--- src/rtl/ps2_player_ctrl_pkg.sv ---
// Shared constants for the PS/2 player front end: scan codes (set 2),
// direction encodings shared with calc, decoder states and key lookup.
package ps2_player_ctrl_pkg;

  localparam logic [7:0] KEY_W     = 8'h1D;
  localparam logic [7:0] KEY_S     = 8'h1B;
  localparam logic [7:0] KEY_A     = 8'h1C;
  localparam logic [7:0] KEY_D     = 8'h23;
  localparam logic [7:0] KEY_SPACE = 8'h29;
  localparam logic [7:0] KEY_UP    = 8'h75;
  localparam logic [7:0] KEY_DOWN  = 8'h72;
  localparam logic [7:0] KEY_LEFT  = 8'h6B;
  localparam logic [7:0] KEY_RIGHT = 8'h74;
  localparam logic [7:0] KEY_ENTER = 8'h5A;
  localparam logic [7:0] PS2_EXT   = 8'hE0;
  localparam logic [7:0] PS2_BRK   = 8'hF0;

  localparam logic [1:0] DIR_UP    = 2'd0;
  localparam logic [1:0] DIR_DOWN  = 2'd1;
  localparam logic [1:0] DIR_LEFT  = 2'd2;
  localparam logic [1:0] DIR_RIGHT = 2'd3;

  localparam logic [1:0] ST_IDLE    = 2'd0;
  localparam logic [1:0] ST_EXT     = 2'd1;
  localparam logic [1:0] ST_BRK     = 2'd2;
  localparam logic [1:0] ST_EXT_BRK = 2'd3;

  typedef struct packed {
    logic       hit;
    logic       player;  // 0 = player 1, 1 = player 2
    logic       bubble;
    logic [1:0] dir;
  } key_t;

  function automatic key_t key_lookup(input logic [7:0] code, input logic ext);
    key_t k;
    k = '0;
    if (!ext) begin
      case (code)
        KEY_W:     begin k.hit = 1'b1; k.dir = DIR_UP;    end
        KEY_S:     begin k.hit = 1'b1; k.dir = DIR_DOWN;  end
        KEY_A:     begin k.hit = 1'b1; k.dir = DIR_LEFT;  end
        KEY_D:     begin k.hit = 1'b1; k.dir = DIR_RIGHT; end
        KEY_SPACE: begin k.hit = 1'b1; k.bubble = 1'b1;   end
        KEY_ENTER: begin k.hit = 1'b1; k.bubble = 1'b1; k.player = 1'b1; end
        default:   k = '0;
      endcase
    end else begin
      case (code)
        KEY_UP:    begin k.hit = 1'b1; k.player = 1'b1; k.dir = DIR_UP;    end
        KEY_DOWN:  begin k.hit = 1'b1; k.player = 1'b1; k.dir = DIR_DOWN;  end
        KEY_LEFT:  begin k.hit = 1'b1; k.player = 1'b1; k.dir = DIR_LEFT;  end
        KEY_RIGHT: begin k.hit = 1'b1; k.player = 1'b1; k.dir = DIR_RIGHT; end
        default:   k = '0;
      endcase
    end
    return k;
  endfunction

  // Fallback when the current direction is released: up > down > left > right.
  function automatic logic [1:0] dir_prio(input logic [3:0] held);
    if (held[DIR_UP])        return DIR_UP;
    else if (held[DIR_DOWN]) return DIR_DOWN;
    else if (held[DIR_LEFT]) return DIR_LEFT;
    else                     return DIR_RIGHT;
  endfunction

endpackage

--- src/rtl/ps2_rx.sv ---
// PS/2 receiver: input synchronisers, glitch filter on ps2_clk, 11-bit frame
// shifter with start/parity/stop checking and a mid-frame idle timeout.
module ps2_rx #(
  parameter int FILTER_LEN  = 8,
  parameter int TIMEOUT_CYC = 20000
) (
  input  logic       clk,
  input  logic       rst,
  input  logic       ps2_clk,
  input  logic       ps2_data,
  output logic [7:0] rx_byte,
  output logic       byte_valid,
  output logic       frame_err
);

  localparam int FW = $clog2(FILTER_LEN + 1);
  localparam int TW = $clog2(TIMEOUT_CYC + 1);
  localparam logic [FW-1:0] FILT_LOAD = FW'(FILTER_LEN - 1);
  localparam logic [TW-1:0] TMO_LOAD  = TW'(TIMEOUT_CYC - 1);

  logic [1:0]    clk_sync_q, data_sync_q;
  logic          clk_filt_q, clk_filt_d;
  logic [FW-1:0] filt_cnt_q, filt_cnt_d;
  logic [3:0]    bit_cnt_q, bit_cnt_d;
  logic [9:0]    shift_q, shift_d;
  logic [TW-1:0] tmo_q, tmo_d;
  logic [7:0]    byte_q, byte_d;
  logic          valid_q, valid_d;
  logic          err_q, err_d;
  logic          fall;
  logic [10:0]   frame;

  assign frame = {data_sync_q[1], shift_q};

  always_comb begin
    clk_filt_d = clk_filt_q;
    filt_cnt_d = FILT_LOAD;
    fall       = 1'b0;
    // A new level is accepted only after FILTER_LEN consecutive differing samples.
    if (clk_sync_q[1] != clk_filt_q) begin
      if (filt_cnt_q == '0) begin
        clk_filt_d = clk_sync_q[1];
        fall       = clk_filt_q;
      end else begin
        filt_cnt_d = filt_cnt_q - 1'b1;
      end
    end
  end

  always_comb begin
    bit_cnt_d = bit_cnt_q;
    shift_d   = shift_q;
    byte_d    = byte_q;
    valid_d   = 1'b0;
    err_d     = 1'b0;
    tmo_d     = TMO_LOAD;
    if (fall) begin
      if (bit_cnt_q == 4'd10) begin
        bit_cnt_d = 4'd0;
        if (!frame[0] && frame[10] && (^frame[9:1])) begin
          byte_d  = frame[8:1];
          valid_d = 1'b1;
        end else begin
          err_d = 1'b1;
        end
      end else begin
        bit_cnt_d = bit_cnt_q + 4'd1;
        shift_d   = {data_sync_q[1], shift_q[9:1]};
      end
    end else if (bit_cnt_q != 4'd0) begin
      if (tmo_q == '0) begin
        bit_cnt_d = 4'd0;
        err_d     = 1'b1;
      end else begin
        tmo_d = tmo_q - 1'b1;
      end
    end
  end

  always_ff @(posedge clk or negedge rst) begin
    if (!rst) begin
      clk_sync_q  <= 2'b11;
      data_sync_q <= 2'b11;
      clk_filt_q  <= 1'b1;
      filt_cnt_q  <= FILT_LOAD;
      bit_cnt_q   <= 4'd0;
      shift_q     <= '0;
      tmo_q       <= TMO_LOAD;
      byte_q      <= '0;
      valid_q     <= 1'b0;
      err_q       <= 1'b0;
    end else begin
      clk_sync_q  <= {clk_sync_q[0], ps2_clk};
      data_sync_q <= {data_sync_q[0], ps2_data};
      clk_filt_q  <= clk_filt_d;
      filt_cnt_q  <= filt_cnt_d;
      bit_cnt_q   <= bit_cnt_d;
      shift_q     <= shift_d;
      tmo_q       <= tmo_d;
      byte_q      <= byte_d;
      valid_q     <= valid_d;
      err_q       <= err_d;
    end
  end

  assign rx_byte    = byte_q;
  assign byte_valid = valid_q;
  assign frame_err  = err_q;

endmodule

--- src/rtl/ps2_player_ctrl.sv ---
// PS/2 keyboard to per-player move/bubble controls: make/break decoder,
// per-key held flags and direction selection with priority fallback.
//  state      | meaning
//  ST_IDLE    | waiting for a code, prefix or break byte
//  ST_EXT     | E0 seen, next byte is an extended make (or F0)
//  ST_BRK     | F0 seen, next byte is a plain break
//  ST_EXT_BRK | E0 F0 seen, next byte is an extended break
module ps2_player_ctrl
  import ps2_player_ctrl_pkg::*;
#(
  parameter int FILTER_LEN  = 8,
  parameter int TIMEOUT_CYC = 20000
) (
  input  logic       clk,
  input  logic       rst,
  input  logic       ps2_clk,
  input  logic       ps2_data,
  output logic       player1_moveen,
  output logic [1:0] player1_move,
  output logic       player1_bubble,
  output logic       player2_moveen,
  output logic [1:0] player2_move,
  output logic       player2_bubble,
  output logic       frame_err
);

  logic [7:0]      rx_byte;
  logic            byte_valid;

  logic [1:0]      state_q, state_d;
  logic [1:0][3:0] held_q, held_d;
  logic [1:0][1:0] cur_q, cur_d;
  logic [1:0]      bub_held_q, bub_held_d;
  logic [1:0]      bub_pulse_q, bub_pulse_d;
  logic [1:0]      moveen_q, moveen_d;
  logic            ev_valid, ev_make, ev_ext;
  key_t            key;

  ps2_rx #(
    .FILTER_LEN (FILTER_LEN),
    .TIMEOUT_CYC(TIMEOUT_CYC)
  ) u_rx (
    .clk       (clk),
    .rst       (rst),
    .ps2_clk   (ps2_clk),
    .ps2_data  (ps2_data),
    .rx_byte   (rx_byte),
    .byte_valid(byte_valid),
    .frame_err (frame_err)
  );

  always_comb begin
    state_d  = state_q;
    ev_valid = 1'b0;
    ev_make  = 1'b0;
    ev_ext   = 1'b0;
    if (byte_valid) begin
      case (state_q)
        ST_IDLE: begin
          if (rx_byte == PS2_EXT)      state_d = ST_EXT;
          else if (rx_byte == PS2_BRK) state_d = ST_BRK;
          else begin
            ev_valid = 1'b1;
            ev_make  = 1'b1;
          end
        end
        ST_EXT: begin
          if (rx_byte == PS2_BRK) state_d = ST_EXT_BRK;
          else begin
            ev_valid = 1'b1;
            ev_make  = 1'b1;
            ev_ext   = 1'b1;
            state_d  = ST_IDLE;
          end
        end
        ST_BRK: begin
          ev_valid = 1'b1;
          state_d  = ST_IDLE;
        end
        default: begin
          ev_valid = 1'b1;
          ev_ext   = 1'b1;
          state_d  = ST_IDLE;
        end
      endcase
    end
  end

  assign key = key_lookup(rx_byte, ev_ext);

  always_comb begin
    held_d      = held_q;
    cur_d       = cur_q;
    bub_held_d  = bub_held_q;
    bub_pulse_d = '0;
    if (ev_valid && key.hit) begin
      if (key.bubble) begin
        if (ev_make) begin
          bub_pulse_d[key.player] = ~bub_held_q[key.player];
          bub_held_d[key.player]  = 1'b1;
        end else begin
          bub_held_d[key.player] = 1'b0;
        end
      end else if (ev_make) begin
        // Typematic repeat of an already-held key must not steal the direction.
        if (!held_q[key.player][key.dir]) cur_d[key.player] = key.dir;
        held_d[key.player][key.dir] = 1'b1;
      end else begin
        held_d[key.player][key.dir] = 1'b0;
        if ((cur_q[key.player] == key.dir) && (held_d[key.player] != 4'd0))
          cur_d[key.player] = dir_prio(held_d[key.player]);
      end
    end
    moveen_d[0] = |held_d[0];
    moveen_d[1] = |held_d[1];
  end

  always_ff @(posedge clk or negedge rst) begin
    if (!rst) begin
      state_q     <= ST_IDLE;
      held_q      <= '0;
      cur_q       <= '0;
      bub_held_q  <= '0;
      bub_pulse_q <= '0;
      moveen_q    <= '0;
    end else begin
      state_q     <= state_d;
      held_q      <= held_d;
      cur_q       <= cur_d;
      bub_held_q  <= bub_held_d;
      bub_pulse_q <= bub_pulse_d;
      moveen_q    <= moveen_d;
    end
  end

  assign player1_moveen = moveen_q[0];
  assign player1_move   = cur_q[0];
  assign player1_bubble = bub_pulse_q[0];
  assign player2_moveen = moveen_q[1];
  assign player2_move   = cur_q[1];
  assign player2_bubble = bub_pulse_q[1];

endmodule
--- config.mk ---
export PLATFORM = sky130hd
export DESIGN_NAME = ps2_player_ctrl
export DESIGN_NICKNAME = d
export VERILOG_FILES = /design/src/rtl/ps2_player_ctrl_pkg.sv /design/src/rtl/ps2_rx.sv /design/src/rtl/ps2_player_ctrl.sv
export SDC_FILE = /design/constraint.sdc
export NUM_CORES = 1
export LEC_CHECK = 0
export ABC_AREA = 1
export BUFFER_PORTS_ARGS = -buffer_cell sky130_fd_sc_hd__buf_2
export CORE_ASPECT_RATIO = 0.9
export CORE_MARGIN = 4
export CORE_UTILIZATION = 60
export CTS_CLUSTER_SIZE = 16
export DETAILED_ROUTE_END_ITERATION = 6
export GPL_TIMING_DRIVEN = 0
export HOLD_SLACK_MARGIN = 0.03
export PLACE_DENSITY = 0.87
export SYNTH_ARGS = -nofsm -noshare
export SYNTH_HDL_FRONTEND = slang
export SYNTH_SLANG_ARGS = --single-unit
--- constraint.sdc ---
create_clock -name clk -period 2.8 [get_ports clk]
set_input_delay 0.28 -clock clk [delete_from_list [all_inputs] [get_ports clk]]
set_output_delay 0.28 -clock clk [all_outputs]
set_load 0.005 [all_outputs]
==> summary.md, run 1 <==
| Metric | Value |
|---|---|
| Max-cap viol count | 0 |
| YS warnings | 0 |
| PnR worst setup slack | 0.317 ns |
| Async SR Flop Fraction | 1.00 |
| Sequential share of the synthesized area | 0.458 |
| Overall Power | 2.01 mW |
| Port buffer count | 12 |
| Critical Path End Type | flop |
| Boundary Pins | 13 |
| Worst Path Buf+Inv | 4 |
| Routed WL per cell | 11.9 um |
| Mapped Avg Cell Area | 7.95 um^2 |
| Synth Area in Adders | 0.0166 |
| Flops & latches, synth | 68 |
| Top-count cell post-synth | nand2_1 |
| Simple-Gate Fraction of Synth Area | 0.346 |
| Endpoints failing hold | 0 |
| Share of cells above drive strength 1 | 0.171 |
| Max incr delay on CP | 0.37 ns |
| Cell variety after synth | 36 |
| Top post-synthesis cells by area | dfrtp_1 34%, nand2_1 12%, dfstp_2 12% |
| Main combinational cell family by area after synthesis | simple AND/OR/NAND/NOR gates |
| CTS tree | built |
| Synth Cell Area | 0.00376 mm^2 |
| First-pass GRT wire length | 12700 um |
| Most numerous cell on the critical path | inv_1 |
| Die Ht | 83.1 um |
| Minimum clock period | 2.48 ns |
| Clock root buffer | clkbuf_8 |
| P_leak | 1.95 nW |
| Largest net degree at the start of global routing | 69 |
| Initial Util | 0.615 |
| CP Cell Sequence | inv_1 -> ha_1 -> nand2_1 -> nor2_1 -> inv_1 -> nor3_1 -> inv_1 -> nor2_1 -> clkbuf_1 -> nand2_1 -> o21ai_0 |
| Dominant synthesized flop cell | dfrtp_1 |
| Hold crit path type | primary input to async pin |
| Die width | 91.4 um |
| Vias in the first global route | 2949 |
| Total gr overflow | 0 |
| Setup TNS | 0 ns |
| Critical path's slowest cell | dfstp_2 |
| Fin Clk Skew | 0.0110 ns |
| Post-synth EDFFs | 0 |
| Crit share post-route | 0.887 |
| Worst-skew pair later-pin latency | 0.35 ns |
| GPL Wtd Cong | 0.941 |
| CTS Buf Count | 9 |
| Core area | 0.00611 mm^2 |
| Largest area contributor in the netlist | dfrtp_1 |
| WL final | 7040 um |
| H-tree depth | 3 |
| Status | finished clean |
| Worst VDD drop | 0.256 mV |
| Cell Area, Placed | 0.00393 mm^2 |
| CP delay by family, top | simple AND/OR/NAND/NOR gates |
| DP HPWL | 5050 um |
| Post-synth top area share | 0.340 |
| PwrDens | 483 mW/mm^2 |
| Post-CTS Setup Inserts | 0 |
| Layout Cells excl Fill | 590 |
| Worst EP required | 3.06 ns |
| Antenna Nets Post-Route | 0 |
| Hold_ws | 0.0316 ns |
| Setup WS pre-CTS | 0.288 ns |
| Mapped Cells | 473 |
| Unrepaired setup endpoints after global routing | false |
| Placed cell count | 572 |
| Type of origin of the critical path | flop |
| Post-synthesis compound-gate area fraction | 0.0576 |
| Post-synthesis xor/xnor area fraction | 0.0466 |
| Remaining DRCs | 0 |
| Synth top cells by count | 125 x nand2_1, 60 x inv_1, 53 x nor2_1 |
| Layout area overhead | 10.9% |
| First-pass DRT Iterations | 6 |
| Final setup fails | 0 |
| Crit Path Class | flop to flop |
| Final Instance Area | 0.00417 mm^2 |
| Post-synthesis mux area share | 0 |
| Clock transition at the registers of the reported paths | 0.07 ns |
| Vias | 3035 |
| Maximum buffer depth of the clock tree | 2 |
| Clk sinks | 68 |
| Peak Freq | 0.403 GHz |
| Violation count after the first detailed-routing iteration | 228 |
| Inserted Diodes | 0 |
| Final max-slew violation count | 0 |
| Die ar. | 0.00760 mm^2 |
| Slew headroom | 0.454 |
| Vias per cell | 5.14 |
| Row Count | 27 |
| Layout net count | 507 |
| Total GRT Usage | 0.203 |
| Post-Syn Nets | 482 |
| Worst slew pin tran | 0.820 ns |
| Util after Layout | 0.682 |
| Worst Path Max Fanout | 10 |
| Initial antenna violation count | 0 |
| CP arrival | 2.74 ns |
repair_timing:
item / CTS / global route
hold buffers: 2 / 0
setup endpoints to repair: 0 / 2
gates resized for setup: 0 / 2
hold endpoints to repair: 2 / 0
report_power, final:
| part | internal, mW | switching [mW] | leakage [nW] |
|---|---|---|---|
| combinational | 0.0268 | 0.0628 | 0.952 |
| clock | 0.525 | 0.357 | 0.107 |
| sequential | 1.03 | 0.0136 | 0.892 |
| total | 1.58 | 0.434 | 1.95 |
worst reg2reg max path: stages (launching register included):
cell,delay [ns]
dfstp_2,0.37
inv_1,0.07
ha_1,0.17
nand2_1,0.07
nor2_1,0.22
inv_1,0.11
nor3_1,0.35
inv_1,0.18
nor2_1,0.31
clkbuf_1,0.35
nand2_1,0.09
o21ai_0,0.10
cell usage in the layout, fill, tap and decap left out, drive strengths merged, types with 10 or more instances in the layout:
cell type	n
buf	14
nand3	42
clkbuf	15
xor2	12
dfstp	17
nor3	10
nand2	137
inv	66
dfrtp	51
o21ai	28
nor2	65
sequential cells by signal, summed over array words and instances (netlist names), 4 cells and up, named ones only:
name	cells
u_rx.shift_q	10
u_rx.bit_cnt_q	4
u_rx.filt_cnt_q	4
u_rx.rx_byte	8
u_rx.tmo_q	15
held_q	8
metal layers:
| metal | GRT usage | part of all wire | vias up |
|---|---|---|---|
| li1 | - | - | 1544 |
| met1 | 0.271 | 0.48 | 1406 |
| met2 | 0.325 | 0.46 | 68 |
| met3 | 0.0471 | 0.039 | 17 |
| met4 | 0.0699 | 0.022 | 0 |
| met5 | 0 | 0 | - |
cells by family (layout without fill, tap and decap cells):
| kind of cell | count (synthesis) | count (layout) |
|---|---|---|
| buffers and inverters | 71 | 101 |
| adder cells (fa/ha/maj) | 5 | 5 |
| AND/OR/NAND/NOR | 269 | 269 |
| flip-flops | 68 | 68 |
| XOR/XNOR | 20 | 20 |
| AO/OA/AOI/OAI | 40 | 40 |
cell type report:
type / instances / area [um^2]
Fill cell: 489 / 1950
Multi-Input combinational cell: 334 / 1750
Sequential cell: 68 / 1720
Inverter: 66 / 250
Clock buffer: 12 / 145
Tap cell: 87 / 109
Timing Repair Buffer: 14 / 82.6
Clock inverter: 4 / 72.6
Buffer: 5 / 32.5
worst paths after layout:
kind	to	slack, ns	depth (start not counted)	startpoint
worst min register to register	u_rx.data_sync_q[1]$_DFF_PN1_	0.36	0	u_rx.data_sync_q[0]$_DFF_PN1_
min in group clk	u_rx.data_sync_q[1]$_DFF_PN1_	0.36	0	u_rx.data_sync_q[0]$_DFF_PN1_
worst min-delay path	u_rx.tmo_q[8]$_DFF_PN0_	0.03	1	rst
max in group asynchronous	u_rx.bit_cnt_q[1]$_DFFE_PN0P_	2.24	1	rst
worst max register to register	u_rx.shift_q[9]$_DFFE_PN0P_	0.32	11	u_rx.filt_cnt_q[0]$_DFF_PN1_
worst max-delay path	u_rx.shift_q[9]$_DFFE_PN0P_	0.32	11	u_rx.filt_cnt_q[0]$_DFF_PN1_
(Power assumes the default switching activity.)
==> inputs of run 2 (changes only) <==
--- a/config.mk
+++ b/config.mk
@@ -8,7 +8,7 @@
 export ABC_AREA = 1
 export BUFFER_PORTS_ARGS = -buffer_cell sky130_fd_sc_hd__buf_2
 export CORE_ASPECT_RATIO = 0.9
-export CORE_MARGIN = 4
+export CORE_MARGIN = 2
 export CORE_UTILIZATION = 60
 export CTS_CLUSTER_SIZE = 16
 export DETAILED_ROUTE_END_ITERATION = 6
==> run 2 against run 1 <==
Net effect:
- maximum frequency is 1.9% lower
- count of clock-buffer cells in the layout is 3 lower
- critical path depth did not move
- sequential share of layout area grew 0.15 points
- register-to-register slack worse by 0.05 ns
- first-iteration DRC count is 3.1% higher
- design area shrank 0.36%
- global-route usage increased by 3.1 points
- sequential cell count did not move
- sequential power hardly changed
- clock skew grew 0.0021 ns
- critical endpoint is now u_rx.shift_q[7]$_DFFE_PN0P_
- largest power group unchanged
- highest routed layer unchanged
==> summary.md, run 2 (synthesis gave the netlist of run 1 again) <==
| Metric | Value |
|---|---|
| Status | finished clean |
| PnR worst setup slack | 0.270 ns |
| Fillers | 467 |
| Crit Path Class | flop to flop |
| Commonest non-fill, non-tap cell in the layout | nand2_1 |
| P_leak | 1.95 nW |
| WL met3 | 293 um |
| Routed WL per cell | 12.3 um |
| CP arrival | 2.79 ns |
| Clock root buffer | clkbuf_8 |
| Worst r2r dst | u_rx.shift_q[7]$_DFFE_PN0P_ |
| CTS-repair resized insts | 0 |
| Worst-skew pair later-pin latency | 0.35 ns |
| Setup TNS | 0 ns |
| Most flops, register | u_rx.tmo_q |
| Vias | 3027 |
| Unrepaired setup endpoints after global routing | false |
| First-pass DRT Iterations | 5 |
| H-tree depth | 3 |
| First-pass GRT wire length | 12700 um |
| Core area | 0.00608 mm^2 |
| Clk sinks | 68 |
| DP HPWL | 5020 um |
| Critical Path End Type | flop |
| Setup WS pre-CTS | 0.280 ns |
| Util after Layout | 0.683 |
| Final max-slew violation count | 0 |
| Worst VDD drop | 0.334 mV |
| WL final | 7070 um |
| Fin Clk Skew | 0.0131 ns |
| Crit path from | u_rx.filt_cnt_q[0]$_DFF_PN1_ |
| Final setup fails | 0 |
| Total gr overflow | 0 |
| Worst EP required | 3.06 ns |
| Worst slew pin tran | 0.819 ns |
| Port buffer count | 12 |
| Largest net degree at the start of global routing | 69 |
| Crit share post-route | 0.904 |
| Max layer used | met4 |
| Clock transition at the registers of the reported paths | 0.08 ns |
| Boundary Pins | 13 |
| Layout area overhead | 10.5% |
| Maximum buffer depth of the clock tree | 2 |
| Die Ht | 79.1 um |
| Max-cap viol count | 0 |
| Routed wl met2 | 3300 um |
| Layout net count | 507 |
| Initial Util | 0.618 |
| Share of cells above drive strength 1 | 0.173 |
| GPL Wtd Cong | 0.932 |
| Die ar. | 0.00691 mm^2 |
| Slew headroom | 0.454 |
| Commonest cells after routing, fill and taps aside | 125 x nand2_1, 60 x inv_1, 53 x nor2_1, 51 x dfrtp_1, 34 x nand3_1 |
| Antenna Nets Post-Route | 0 |
| CTS Buf Count | 9 |
| Row Count | 27 |
| Vias in the first global route | 2914 |
| Vias per cell | 5.26 |
| R2r startpoint | u_rx.filt_cnt_q[0]$_DFF_PN1_ |
| Type of origin of the critical path | flop |
| Initial antenna violation count | 0 |
| Violation count after the first detailed-routing iteration | 235 |
| Die width | 87.4 um |
| Peak Freq | 0.395 GHz |
| Worst-case reg-to-reg path depth | 11 |
| M1 WL | 3370 um |
| Minimum clock period | 2.53 ns |
| Worst Path Max Fanout | 10 |
| Worst R2R Setup Slack | 0.27 ns |
| Max reg flops | 15 |
| Hold crit path type | primary input to async pin |
| PwrDens | 489 mW/mm^2 |
| CTS tree | built |
| Crit path to | u_rx.shift_q[7]$_DFFE_PN0P_ |
| Endpoints failing hold | 0 |
| Total GRT Usage | 0.234 |
| Top flop regs | u_rx.tmo_q x15, u_rx.shift_q x10 |
| Remaining DRCs | 0 |
| Inserted Diodes | 0 |
==> run 2: cell count changes in the layout (fill, tap and decap cells not counted) <==
cell,previous run,this run
clkbuf_1,4,3
clkinv_4,0,1
clkbuf_8,10,9
inv_6,0,2
clkbuf_2,1,0
==> run 2: cell type report <==
cell class / instances / area [um^2] / area share
Sequential cell: 68 / 1720 / 0.415
Tap cell: 72 / 90.1 / 0.0217
Clock buffer: 9 / 124 / 0.0298
Clock inverter: 7 / 98.8 / 0.0238
Multi-Input combinational cell: 334 / 1750 / 0.422
Inverter: 66 / 250 / 0.0602
Timing Repair Buffer: 14 / 82.6 / 0.0199
Buffer: 5 / 31.3 / 0.00753
==> run 2: worst min-delay path by stage <==
stage / startpoint / endpoint / slack (ns) / cells after the start
after CTS: rst / u_rx.tmo_q[12]$_DFF_PN0_ / 0.05 / 1
after global placement: u_rx.data_sync_q[0]$_DFF_PN1_ / u_rx.data_sync_q[1]$_DFF_PN1_ / 0.35 / 0
after global routing: rst / u_rx.tmo_q[12]$_DFF_PN0_ / 0.09 / 1
after detailed placement: u_rx.data_sync_q[0]$_DFF_PN1_ / u_rx.data_sync_q[1]$_DFF_PN1_ / 0.35 / 0
after floorplan: rst / async pin / -0.02 / 0
final: rst / u_rx.tmo_q[7]$_DFF_PN0_ / 0.03 / 1
==> run 2: report_power, final <==
| part | switching [mW] | leakage, nW | internal, mW |
|---|---|---|---|
| Combinational | 0.0642 | 0.948 | 0.0269 |
| Sequential | 0.0127 | 0.892 | 1.03 |
| Clock | 0.394 | 0.110 | 0.507 |
| Total | 0.471 | 1.95 | 1.56 |
==> run 2: metrics by stage <==
step           cell area, um^2  hold slack [ns]  instances  total power [mW]
4_1_cts                   4150           0.0489        575              2.05
3_5_place_dp              3910            0.347        557              1.15
3_3_place_gp              3910            0.348        557              1.14
5_1_grt                   4150           0.0949        575              2.11
2_1_floorplan             3760          -0.0156        473              1.11
6_report                  4150           0.0302        575              2.03
==> run 2: repair_timing <==
item | in CTS | in global routing
hold buffers | 2 | 0
buffers inserted | 0 | 0
hold endpoints to repair | 2 | 0
==> run 2: critical path: stages (launching register included) <==
cell and delay [ns]:
dfstp_2 0.37, inv_1 0.08, ha_1 0.17, nand2_1 0.07, nor2_1 0.21, inv_1 0.10, nor3_1 0.34, inv_1 0.20
nor2_1 0.31, clkbuf_1 0.37, nand2_1 0.11, o21ai_0 0.11
==> run 2: layer usage <==
layer | vias up | track usage
met5 | - | 0
met4 | 0 | 0.105
met3 | 12 | 0.0572
met2 | 60 | 0.366
met1 | 1415 | 0.308
li1 | 1540 | -
